### config.mk
export PLATFORM = sky130hd
export DESIGN_NAME = key_event_sequencer
export DESIGN_NICKNAME = d
export VERILOG_FILES = /design/src/rtl/key_event_sequencer.sv
export SDC_FILE = /design/constraint.sdc
export NUM_CORES = 1
export LEC_CHECK = 0
export BUFFER_PORTS_ARGS = -buffer_cell sky130_fd_sc_hd__buf_2
export CORE_MARGIN = 2
export CORE_UTILIZATION = 51
export DETAILED_ROUTE_END_ITERATION = 8
export HOLD_SLACK_MARGIN = 0.05
export PLACE_DENSITY = 0.77
export SYNTH_ARGS = -nofsm -noshare
export SYNTH_HDL_FRONTEND = slang
export SYNTH_SLANG_ARGS = --single-unit
### constraint.sdc
create_clock -name clk -period 2.5 [get_ports clk]
set_clock_uncertainty 0.1 [all_clocks]
set_input_delay 0.125 -clock clk [delete_from_list [all_inputs] [get_ports clk]]
set_output_delay 0.125 -clock clk [all_outputs]
set_load 0.005 [all_outputs]
### src/rtl/key_event_sequencer.sv
// key_event_sequencer: debounces encoded keypad vectors, turns note keys
// into note-on/off events and owns the octave/mode/goof registers.
module key_event_sequencer #(
  parameter int DEBOUNCE_CYCLES = 16,
  parameter int OCT_MAX         = 7,
  parameter int OCT_RESET       = 4,
  parameter int NUM_MODES       = 4
) (
  input  logic       clk,
  input  logic       rst,
  input  logic       octave_key_up,
  input  logic       octave_key_down,
  input  logic       mode_key,
  input  logic       goof_key,
  input  logic [4:0] keycode,
  input  logic       strobe,
  input  logic       event_ready,
  output logic       event_valid,
  output logic       event_note_on,
  output logic [4:0] event_keycode,
  output logic [2:0] event_octave,
  output logic [2:0] octave,
  output logic [1:0] mode,
  output logic       goof_en
);

  localparam int CW =
    (DEBOUNCE_CYCLES > 1) ? $clog2(DEBOUNCE_CYCLES) : 1;
  localparam logic [CW-1:0] CNT_LAST =
    CW'(DEBOUNCE_CYCLES - 1);
  localparam logic [2:0] OCT_TOP  = 3'(OCT_MAX);
  localparam logic [2:0] OCT_INIT = 3'(OCT_RESET);
  localparam logic [1:0] MODE_TOP = 2'(NUM_MODES - 1);

  typedef struct packed {
    logic       up;
    logic       down;
    logic       mode;
    logic       goof;
    logic [4:0] code;
    logic       strobe;
  } key_vec_t;

  typedef struct packed {
    logic       note_on;
    logic [4:0] code;
    logic [2:0] oct;
  } event_t;

  typedef enum logic [1:0] {
    IDLE,
    DEBOUNCE,
    HELD
  } state_t;

  state_t        state_q, state_d;
  key_vec_t      vec;
  key_vec_t      cap_q, cap_d;
  logic [CW-1:0] cnt_q, cnt_d;
  logic [2:0]    oct_q, oct_d;
  logic [2:0]    oheld_q, oheld_d;
  logic [1:0]    mode_q, mode_d;
  logic          goof_q, goof_d;
  logic          ev_valid_q, ev_valid_d;
  event_t        ev_q, ev_d;
  event_t        issue_ev;
  logic          issue;
  logic          ev_free;
  logic          vec_match;
  logic          cap_fn;
  logic [2:0]    fn_oct;
  logic [1:0]    fn_mode;
  logic          fn_goof;

  assign vec = {octave_key_up, octave_key_down,
                mode_key, goof_key, keycode, strobe};

  assign vec_match = (vec == cap_q);
  assign cap_fn    = cap_q.up | cap_q.down |
                     cap_q.mode | cap_q.goof;
  assign ev_free   = ~ev_valid_q | event_ready;

  // Register effect of the captured function key.
  always_comb begin
    fn_oct  = oct_q;
    fn_mode = mode_q;
    fn_goof = goof_q;
    priority case (1'b1)
      cap_q.up: begin
        if (oct_q < OCT_TOP)
          fn_oct = oct_q + 3'd1;
      end
      cap_q.down: begin
        if (oct_q != 3'd0)
          fn_oct = oct_q - 3'd1;
      end
      cap_q.mode: begin
        fn_mode = (mode_q == MODE_TOP) ?
                  2'd0 : mode_q + 2'd1;
      end
      cap_q.goof: fn_goof = ~goof_q;
      default: ;
    endcase
  end

  always_comb begin
    state_d  = state_q;
    cap_d    = cap_q;
    cnt_d    = cnt_q;
    oct_d    = oct_q;
    oheld_d  = oheld_q;
    mode_d   = mode_q;
    goof_d   = goof_q;
    issue    = 1'b0;
    issue_ev = '{note_on: 1'b0,
                 code:    cap_q.code,
                 oct:     oct_q};
    unique case (state_q)
      IDLE: begin
        if (vec.strobe) begin
          cap_d   = vec;
          cnt_d   = '0;
          state_d = DEBOUNCE;
        end
      end
      DEBOUNCE: begin
        if (!vec_match) begin
          cnt_d   = '0;
          state_d = IDLE;
        end else if (cnt_q != CNT_LAST) begin
          cnt_d = cnt_q + CW'(1);
        end else if (cap_fn) begin
          oct_d   = fn_oct;
          mode_d  = fn_mode;
          goof_d  = fn_goof;
          state_d = HELD;
        end else if (ev_free) begin
          issue            = 1'b1;
          issue_ev.note_on = 1'b1;
          oheld_d          = oct_q;
          state_d          = HELD;
        end
      end
      HELD: begin
        // A pending note-off that cannot be posted holds everything.
        if (!vec_match && (cap_fn || ev_free)) begin
          if (!cap_fn) begin
            issue        = 1'b1;
            issue_ev.oct = oheld_q;
          end
          cnt_d = '0;
          if (vec.strobe) begin
            cap_d   = vec;
            state_d = DEBOUNCE;
          end else begin
            state_d = IDLE;
          end
        end
      end
      default: state_d = IDLE;
    endcase
  end

  always_comb begin
    ev_valid_d = ev_valid_q & ~event_ready;
    ev_d       = ev_q;
    if (issue) begin
      ev_valid_d = 1'b1;
      ev_d       = issue_ev;
    end
  end

  always_ff @(posedge clk or posedge rst) begin
    if (rst) begin
      state_q <= IDLE;
      cap_q   <= '0;
      cnt_q   <= '0;
      oheld_q <= '0;
    end else begin
      state_q <= state_d;
      cap_q   <= cap_d;
      cnt_q   <= cnt_d;
      oheld_q <= oheld_d;
    end
  end

  always_ff @(posedge clk or posedge rst) begin
    if (rst) begin
      oct_q  <= OCT_INIT;
      mode_q <= '0;
      goof_q <= 1'b0;
    end else begin
      oct_q  <= oct_d;
      mode_q <= mode_d;
      goof_q <= goof_d;
    end
  end

  always_ff @(posedge clk or posedge rst) begin
    if (rst) begin
      ev_valid_q <= 1'b0;
      ev_q       <= '0;
    end else begin
      ev_valid_q <= ev_valid_d;
      ev_q       <= ev_d;
    end
  end

  assign event_valid   = ev_valid_q;
  assign event_note_on = ev_q.note_on;
  assign event_keycode = ev_q.code;
  assign event_octave  = ev_q.oct;
  assign octave        = oct_q;
  assign mode          = mode_q;
  assign goof_en       = goof_q;

endmodule

==> results of run 1 <==
==> cell type report <==
class | count | area, um^2
Fill cell | 273 | 1310
Multi-Input combinational cell | 114 | 963
Sequential cell | 35 | 877
Timing Repair Buffer | 44 | 285
Clock buffer | 6 | 82.6
Tap cell | 48 | 60.1
Inverter | 6 | 22.5
Clock inverter | 1 | 5.00
==> worst paths after layout <==
kind                                    end  slack (ps)         from
max                        event_keycode[0]         170   keycode[3]
min                             event_valid         130  event_ready
max reg2reg                event_keycode[0]         260     cap_q[7]
min reg2reg                         goof_en         390      goof_en
max in group asynchronous         octave[2]        1590          rst
min in group asynchronous          cap_q[5]         380          rst
==> cells in the final DEF (no fill, tap or decap), drive strengths merged, types with 2 or more instances in the layout <==
| master | netlist | layout |
|---|---|---|
| mux2 | 29 | 29 |
| a31oi | 2 | 2 |
| inv | 6 | 6 |
| a21oi | 2 | 2 |
| nor2b | 2 | 2 |
| buf | 2 | 34 |
| nand2 | 9 | 9 |
| ha | 6 | 6 |
| o21ai | 4 | 4 |
| dlygate4sd3 | 0 | 10 |
| nor2 | 9 | 9 |
| xor2 | 14 | 14 |
| dfrtp | 34 | 34 |
| a311oi | 2 | 2 |
| clkbuf | 1 | 6 |
| nand3 | 2 | 2 |
| nor3 | 5 | 5 |
| a22oi | 2 | 2 |
| nor4 | 7 | 7 |
| nand4 | 6 | 6 |
==> logic make-up (layout without fill, tap and decap cells) <==
kind of cell | Yosys count | count (layout) | share of synthesized area (%)
compound gates | 17 | 17 | 6.40
xor+xnor | 14 | 14 | 6.53
fa+ha+maj | 7 | 7 | 5.06
buf+inv | 9 | 57 | 2.26
flops | 35 | 35 | 46.7
mux | 29 | 29 | 17.6
simple gates | 47 | 47 | 15.5
==> what timing repair did <==
item                                    CTS  global route
endpoints found under the setup margin    0             3
buffers inserted                          0             0
hold buffers                             10             0
gates resized for setup                   0             1
hold endpoints to repair                 43             0
==> cells in the mapped netlist, types with 2 or more instances <==
cell / n
a21oi_1: 2
a22oi_1: 2
a311oi_1: 2
a31oi_1: 2
dfrtp_1: 34
ha_1: 6
inv_1: 6
mux2_1: 5
mux2_2: 23
nand2_1: 9
nand4_1: 6
nor2_1: 9
nor2b_1: 2
nor3_1: 4
nor4_1: 5
nor4_4: 2
o21ai_0: 3
xor2_1: 14
==> tightest hold or removal path: stages <==
cell	delay [ps]
buf_2	70
nand2b_1	190
nand2_1	80
==> where the power goes <==
part	switching (mW)	total, mW	internal [mW]
clock network	0.192	0.407	0.216
logic	0.270	0.508	0.238
registers	0.0933	0.743	0.650
==> metrics by stage <==
| stage | hold WS [ps] | worst slack [ps] |
|---|---|---|
| after floorplan | 176 | 299 |
| after global placement | 133 | 267 |
| after detailed placement | 144 | 131 |
| after CTS | 118 | 54.1 |
| after global routing | 168 | 67.6 |
| final | 132 | 175 |
==> routing by layer <==
metal  up-vias  track usage [%]  share of wire [%]  wire length [um]
met2        40             35.2                 52              1930
met5         -                0                  0                 0
met3         4             5.56                4.6               172
met1       685             23.7                 43              1590
li1        665                -                  -                 -
met4         0             5.05               0.78                29
==> flip-flops by register name (all words and copies together), names as in the netlist <==
signal	flops
mode	2
goof_en	1
octave	3
event_valid	1
cap_q	10
event_octave	3
event_keycode	5
state_q	2
event_note_on	1
oheld_q	3
cnt_q	4
==> metrics.md, run 1 <==
| Metric | Value |
|---|---|
| Chip height | `64.7 um` |
| Hold Path Stages | `3` |
| CP max-delay cell | `dlygate4sd3_1` |
| Max-cap violations | `0` |
| Vias in the first global route | `1,414` |
| Status | `completed` |
| Diode count | `0` |
| Routed WL | `3720 um` |
| F_max | `about 430 MHz` |
| Pin count of the biggest net entering global routing | `36` |
| Post-layout util | `63.7%` |
| Top-area cell type share of the netlist area | `45.3%` |
| VDD IR-drop max | `between 0.5 and 0.6 mV` |
| Routed Antenna Nets | `0` |
| Total gr overflow | `0` |
| Sink Count | `35` |
| Post-Syn Nets | `roughly 180` |
| Critical-path maximum fanout | `10` |
| Final non-filler cell total | `254` |
| Row cnt | `22` |
| Clk Latency, worst-skew pair | `280 ps` |
| Syn Std Cell Area | `1880 um^2` |
| Critical path class | `primary input to register` |
| CP Data Required Time | `2560 ps` |
| Post-synth EDFFs | `0` |
| Crit-path leading delay family | `multiplexers` |
| Final HPWL DP | `2730 um` |
| #FFs+latches synth | `35` |
| Buffers on Ports | `28` |
| CP Buf/Inv Count | `2` |
| Worst rel slew slack | `70.4%` |
| CTS root buffer | `clkbuf_8` |
| RSZ-0062 raised after global routing | `false` |
| Avg Inst Size Synth | `11.9 um^2` |
| Slew @ Worst Pin | `439 ps` |
| DRC viols | `0` |
| WL/cell | `14.6 um` |
| PwrDens | `723 nW/um^2` |
| Arrival time worst endpoint | `2380 ps` |
| Final net count | `226` |
| Starting density of the core | `a little over half` |
| Levels on crit path | `7` |
| Fin. max-slew vios | `0` |
| DP Area | `2100 um^2` |
| Top post-synthesis cells by area | `dfrtp_1 (45%), mux2_2 (14%), xor2_1 (6.5%), ha_1 (4.0%), mux2_1 (3.0%)` |
| Total design power | `1.66 mW` |
| Initial DRC count | `55` |
| Vias/cell | `5.49` |
| Primary FF master, synth | `dfrtp_1` |
| Async S/R FF share, synth | `100%` |
| Die W | `64.7 um` |
| GRT Resource Usage Total | `19.8%` |
| Clk buf depth | `2` |
| First-pass GRT wire length | `6490 um` |
| Yosys warnings | `0` |
| Routed vias | `1,394` |
| Area growth from synthesis to layout | `22.3%` |
| Crit path cell chain | `dlygate4sd3_1 > buf_2 > xor2_1 > nor4_4 > nand3_2 > mux2_4 > mux2_1` |
| Full die area | `4180 um^2` |
| TritonCTS buffer count | `5` |
| Startpoint types | `primary input` |
| Layout cells sized above 1 | `35.4%` |
| Crit path largest cell delay | `540 ps` |
| Setup violators final | `0` |
| FF-to-FF path depth | `5` |
| Final setup TNS | `0 ps` |
| CTS tree | `built` |
| Routability cong. | `0.813` |
| Post-Synthesis Cells | `about 160` |
| Finished Cell Area | `2300 um^2` |
| Period utilisation layout | `93.0%` |
| Worst-path clk slew | `60 ps` |
| Cell count after placement | `237` |
| Seq/Total Area, Yosys | `46.7%` |
| Fin crit period | `2330 ps` |
| Hold Path Class | `primary input to register` |
| IO Count | `29` |
| Crit. End Element | `register` |
| Synth area leader | `dfrtp_1` |
| Drt first pass iters | `4` |
| Core ar. | `around 3600 um^2` |
| Lkg Pwr | `1.15 nW` |
| Htree depth | `2` |
| Distinct cells, synth | `40` |
| Initial antenna violation count | `0` |
| Final Hold Viols | `0` |
Note: power is estimated with default switching activity, not from simulation.
==> run 2, diff against run 1 <==
--- a/config.mk
+++ b/config.mk
@@ -8,9 +8,11 @@
 export BUFFER_PORTS_ARGS = -buffer_cell sky130_fd_sc_hd__buf_2
 export CORE_MARGIN = 2
 export CORE_UTILIZATION = 51
+export CTS_CLUSTER_SIZE = 14
 export DETAILED_ROUTE_END_ITERATION = 8
 export HOLD_SLACK_MARGIN = 0.05
 export PLACE_DENSITY = 0.77
+export RECOVER_POWER = 50
 export SYNTH_ARGS = -nofsm -noshare
 export SYNTH_HDL_FRONTEND = slang
 export SYNTH_SLANG_ARGS = --single-unit
==> run 2 against run 1 <==
Net effect:
- final area is 0.27% lower
- combinational power about the same
- highest routed layer unchanged
- setup slack better by 1.1 ps
- hold slack about the same
- critical path type unchanged
==> metrics.md, run 2 (synthesis results as in run 1) <==
| Metric | Value |
|---|---|
| Finished Cell Area | `2290 um^2` |
| Area growth from synthesis to layout | `21.9%` |
| Pin count of the biggest net entering global routing | `36` |
| Cell count after placement | `237` |
| Commonest cells after routing, fill and taps aside | `dfrtp_1 (34), buf_2 (25), mux2_2 (23)` |
| Final HPWL DP | `about 2700 um` |
| Fin. max-slew vios | `0` |
| Drt first pass iters | `4` |
| Hold Path Class | `primary input to register` |
| Diode count | `0` |
| TritonCTS buffer count | `5` |
| Biggest register | `cap_q` |
| Lkg Pwr | `1.13 nW` |
| Row cnt | `22` |
| Routed WL | `3710 um` |
| Period utilisation layout | `93.0%` |
| Commonest non-fill, non-tap cell in the layout | `dfrtp_1` |
| Total gr overflow | `0` |
| WL/cell | `14.6 um` |
| Slew @ Worst Pin | `between 800 and 900 ps` |
| Max reg flops | `10` |
| RSZ-0062 raised after global routing | `false` |
| F_max | `430 MHz` |
| Final Hold Viols | `0` |
| Worst-path clk slew | `roughly 60 ps` |
| Max-cap violations | `0` |
| Hold slack | `132 ps` |
| Fin crit period | `2320 ps` |
| IO Count | `29` |
| Sink Count | `35` |
| Critical path class | `primary input to register` |
| Chip height | `64.7 um` |
| Post-layout util | `63.5%` |
| Layout cells sized above 1 | `34.0%` |
| First-pass GRT wire length | `6490 um` |
| Full die area | `4180 um^2` |
| Die W | `64.7 um` |
| Status | `completed` |
| Core ar. | `3610 um^2` |
| Htree depth | `2` |
| VDD IR-drop max | `0.532 mV` |
| Buffers on Ports | `28` |
| Crit. End Element | `register` |
| Routed vias | `between 1,000 and 1,500` |
| PwrDens | `approximately 720 nW/um^2` |
| Critical-path maximum fanout | `10` |
| DP Area | `~2100 um^2` |
| Startpoint types | `primary input` |
| Setup violators final | `0` |
| Starting density of the core | `52.1%` |
| Routed Antenna Nets | `0` |
| Vias/cell | `approximately 5.5` |
| CTS root buffer | `clkbuf_8` |
| CP Data Required Time | `roughly 2600 ps` |
| Clk Latency, worst-skew pair | `280 ps` |
| GRT Resource Usage Total | `between 10% and 20%` |
| Final non-filler cell total | `roughly 250` |
| Arrival time worst endpoint | `approximately 2400 ps` |
| Routability cong. | `0.813` |
| Vias in the first global route | `1,414` |
| Worst rel slew slack | `44.2%` |
| Initial DRC count | `55` |
| DRC viols | `0` |
| Clk buf depth | `2` |
| Final setup TNS | `0 ps` |
| CTS tree | `built` |
| Final net count | `226` |
| Initial antenna violation count | `0` |
==> run 2: cell types whose count changed in the layout (fill, tap and decap cells not counted), sizes merged <==
cell    change
buf         -4
clkbuf      +4
==> run 2: worst paths after layout <==
| kind | startpoint | depth (start not counted) | to | slack [ps] |
|---|---|---|---|---|
| max | keycode[3] | 7 | event_keycode[0] | 180 |
| min | event_ready | 3 | event_valid | 130 |
| max reg2reg | cap_q[6] | 7 | event_octave[0] | 260 |
| min reg2reg | goof_en | 1 | goof_en | 390 |
| max in group asynchronous | rst | 4 | mode[1] | 1240 |
| min in group asynchronous | rst | 4 | cap_q[5] | 530 |
==> run 2: per-stage QoR <==
step	power [mW]	worst slack [ps]
after floorplan	1.13	299
after global placement	1.22	267
after detailed placement	1.25	131
after CTS	1.67	54.1
after global routing	1.77	67.6
final	1.66	176
==> run 2: metal layers <==
layer	vias up	track usage (%)	wire, um
met5	-	0	0
met4	0	5.05	29
met3	4	5.56	174
met2	40	35.2	1930
met1	687	23.7	1570
li1	665	-	-
==> run 2: report_power, final <==
part / internal (mW) / switching, mW / leakage (nW)
Sequential: 0.650 / 0.0933 / 0.457
Clock: 0.216 / 0.192 / 0.0470
Combinational: 0.238 / 0.270 / 0.630
Total: 1.10 / 0.555 / 1.13
==> run 2: area by class of cell <==
type	count	area, um^2
tap	48	60.1
clock buffer	6	82.6
clock inverter	1	5.00
timing repair buffer	44	279
inverter	6	22.5
fill	277	1320
multi-input combinational	114	963
sequential	35	877
==> run 2: worst max-delay path, stage by stage <==
cell	delay, ps
dlygate4sd3_1	540
buf_2	130
xor2_1	160
nor4_4	400
nand3_2	240
mux2_4	430
mux2_1	340
==> run 2: timing repair <==
action | 4_1_cts | 5_1_grt
resized for setup | 0 | 1
endpoints found under the setup margin | 0 | 3
hold buffers | 10 | 0
setup buffers | 0 | 0
endpoints found under the hold margin | 43 | 0
==> run 3, diff against run 2 <==
--- a/config.mk
+++ b/config.mk
@@ -5,13 +5,15 @@
 export SDC_FILE = /design/constraint.sdc
 export NUM_CORES = 1
 export LEC_CHECK = 0
+export ABC_AREA = 1
 export BUFFER_PORTS_ARGS = -buffer_cell sky130_fd_sc_hd__buf_2
 export CORE_MARGIN = 2
 export CORE_UTILIZATION = 51
 export CTS_CLUSTER_SIZE = 14
 export DETAILED_ROUTE_END_ITERATION = 8
 export HOLD_SLACK_MARGIN = 0.05
-export PLACE_DENSITY = 0.77
+export MAX_ROUTING_LAYER = met4
+export PLACE_DENSITY = 0.76
 export RECOVER_POWER = 50
 export SYNTH_ARGS = -nofsm -noshare
 export SYNTH_HDL_FRONTEND = slang
==> run 3 against run 2 <==
Net effect:
- critical path depth is 3 higher
- total power is 2.4% higher
- clock power is 9.8% higher
- routed wire length is 15% higher
- largest cell class unchanged
==> metrics.md, run 3 <==
| Metric | Value |
|---|---|
| Status | `completed` |
| Post-synth EDFFs | `0` |
| DRC viols | `0` |
| IO Count | `29` |
| Critical path class | `primary input to register` |
| Commonest cells after routing, fill and taps aside | `nand2_1 (80), inv_1 (41), dfrtp_1 (34)` |
| Full die area | `~4400 um^2` |
| Routed vias | `1,735` |
| WL/cell | `approximately 12 um` |
| Htree depth | `2` |
| Die W | `66.4 um` |
| Chip height | `66.4 um` |
| Final setup TNS | `0 ps` |
| Top post-synthesis cells by area | `dfrtp_1 (43%), nand2_1 (15%), inv_1 (7.7%), o21ai_0 (5.3%), ha_1 (3.8%)` |
| Setup violators final | `0` |
| Primary FF master, synth | `dfrtp_1` |
| Critical-path maximum fanout | `6` |
| Clk Latency, worst-skew pair | `300 ps` |
| Async S/R FF share, synth | `100%` |
| F_max | `510 MHz` |
| Net Sw Frac | `38.4%` |
| Worst setup path endpoint | `octave[1]` |
| Pin count of the biggest net entering global routing | `20` |
| RSZ-0062 raised after global routing | `false` |
| Vias in the first global route | `1,564` |
| Routed Antenna Nets | `0` |
| Distinct cells, synth | `26` |
| Fin. max-slew vios | `0` |
| Worst-path clk slew | `80 ps` |
| Crit. End Element | `register` |
| Drt first pass iters | `4` |
| Fin crit period | `1960 ps` |
| CP max-delay cell | `dlygate4sd3_1` |
| Design internal power | `1.05 mW` |
| Top routing layer in use | `met4` |
| Syn Std Cell Area | `1990 um^2` |
| Routed WL | `roughly 4300 um` |
| VDD IR-drop max | `0.449 mV` |
| Sink Count | `35` |
| Synth area leader | `dfrtp_1` |
| Worst rel slew slack | `33.0%` |
| Number of fill cells | `329` |
| CP Data Required Time | `2580 ps` |
| Period utilisation layout | `78.4%` |
| TritonCTS buffer count | `5` |
| CTS root buffer | `clkbuf_8` |
| Post-Synthesis Cells | `approximately 260` |
| Buffers on Ports | `28` |
| Most frequent cell after synthesis | `nand2_1` |
| Reg2reg end | `event_octave[2]` |
| Commonest non-fill, non-tap cell in the layout | `nand2_1` |
| GRT Resource Usage Total | `a little under a quarter` |
| First-pass GRT wire length | `just over 7000 um` |
| PwrDens | `a little over 700 nW/um^2` |
| Max-cap violations | `0` |
| Worst reg2reg startpoint | `cap_q[9]` |
| Post-Syn Nets | `278` |
| Seq/Total Area, Yosys | `between 40% and 50%` |
| Hold Path Class | `primary input to register` |
| CTS tree | `built` |
| WL met3 | `roughly 220 um` |
| Final net count | `323` |
| P_sw | `653 uW` |
| Core ar. | `3720 um^2` |
| Avg Inst Size Synth | `7.70 um^2` |
| Startpoint types | `primary input` |
| Arrival time worst endpoint | `2040 ps` |
| Vias/cell | `4.93` |
| Biggest register | `cap_q` |
| Post-synth top cells | `nand2_1 (80), inv_1 (41), dfrtp_1 (34), o21ai_0 (21), nor2_1 (18)` |
| Diode count | `0` |
| Combinational Power Share | `30.2%` |
| Slew @ Worst Pin | `1010 ps` |
| Final HPWL DP | `3110 um` |
| Seq pwr share | `a little over two fifths` |
| Layout cells sized above 1 | `14.8%` |
| Met2 routed WL | `around 1900 um` |
| Row cnt | `22` |
| Crit path cell chain | `dlygate4sd3_1 > buf_2 > xnor2_1 > nand2_1 > nor2_1 > nand3_2 > nor2_1 > nand3_1 > nor2_1 > a21oi_1` |
| Total design power | `1.70 mW` |
| Final Hold Viols | `0` |
| Cell mode on critical path | `nor2_1` |
| Multi-input logic area | `930 um^2` |
| Post-Route M1 WL | `2020 um` |
| FF-to-FF path depth | `10` |
| Yosys warnings | `0` |
| Worst setup path startpoint | `keycode[1]` |
| Initial antenna violation count | `0` |
| Routability cong. | `approximately 0.87` |
| Clk pwr share | `approximately a quarter` |
| Max reg flops | `10` |
| Lkg Pwr | `about 1.3 nW` |
| Starting density of the core | `53.5%` |
| Crit path largest cell delay | `530 ps` |
| #FFs+latches synth | `35` |
| Initial DRC count | `146` |
| Area growth from synthesis to layout | `19.3%` |
| FF+latch area | `877 um^2` |
| Total gr overflow | `0` |
| Clk buf depth | `2` |
| Top-area cell type share of the netlist area | `42.8%` |
| Reg-to-reg slack, setup | `570 ps` |
| # resized after CTS | `0` |
-- run 3: cell families after synthesis --
| family | share of synthesized area (%) |
|---|---|
| simple gates | 28.5 |
| flops | 44.1 |
| buf+inv | 9.07 |
| xor+xnor | 3.97 |
| compound gates | 9.51 |
| fa+ha+maj | 4.79 |
-- run 3: power groups by stage --
stage	logic (mW)	clock network [mW]	registers, mW
after floorplan	0.402	0	0.730
final	0.513	0.448	0.738
after detailed placement	0.496	0	0.749
after global placement	0.484	0	0.743
after global routing	0.598	0.486	0.754
after CTS	0.514	0.452	0.738
-- run 3: how the worst min path moves through the flow --
stage / depth (start not counted) / from / to / slack, ps
after floorplan: 2 / keycode[1] / cap_q[2] / 170
after global placement: 2 / rst / cap_q[5] / 140
after detailed placement: 2 / rst / cap_q[5] / 140
after CTS: 3 / strobe / state_q[0] / 140
after global routing: 3 / strobe / state_q[0] / 200
final: 3 / strobe / state_q[0] / 140
-- run 3: per-stage QoR --
| stage | hold slack (ps) | instances | instance area (um^2) | util (%) | worst slack [ps] |
|---|---|---|---|---|---|
| final | 143 | 352 | 2370 | 63.8 | 539 |
| after global routing | 195 | 352 | 2370 | 63.8 | 239 |
| after CTS | 137 | 352 | 2380 | 64.1 | 559 |
| after detailed placement | 141 | 333 | 2170 | 58.5 | 584 |
| after global placement | 141 | 333 | 2170 | 58.5 | 580 |
| after floorplan | 166 | 258 | 1990 | - | 816 |
-- run 3: cell type report --
type	instances	share of cell area [%]
inverters	42	6.65
multi-input cells	179	39.2
clock buffers	6	3.48
repair buffers	40	10.4
clock inverters	2	0.686
flip-flops and latches	35	37.0
well taps	48	2.53
-- run 3: worst max-delay path, delay by kind of cell --
family	cells	cell delay (ps)
and+or+nand+nor	6	1020
buffers and inverters	2	670
xor gates and xnor gates	1	140
AOI/OAI and AO/OA	1	70
-- run 3: repair_timing --
item                                   in CTS  in global routing
hold buffers                               11                  0
endpoints found under the hold margin      25                  0
buffers inserted                            0                  0
-- run 3: metal layers --
layer,global-route usage [%],up-vias
li1,-,893
met1,29.4,783
met2,34.6,50
met3,6.13,9
met4,9.18,0
met5,-,-
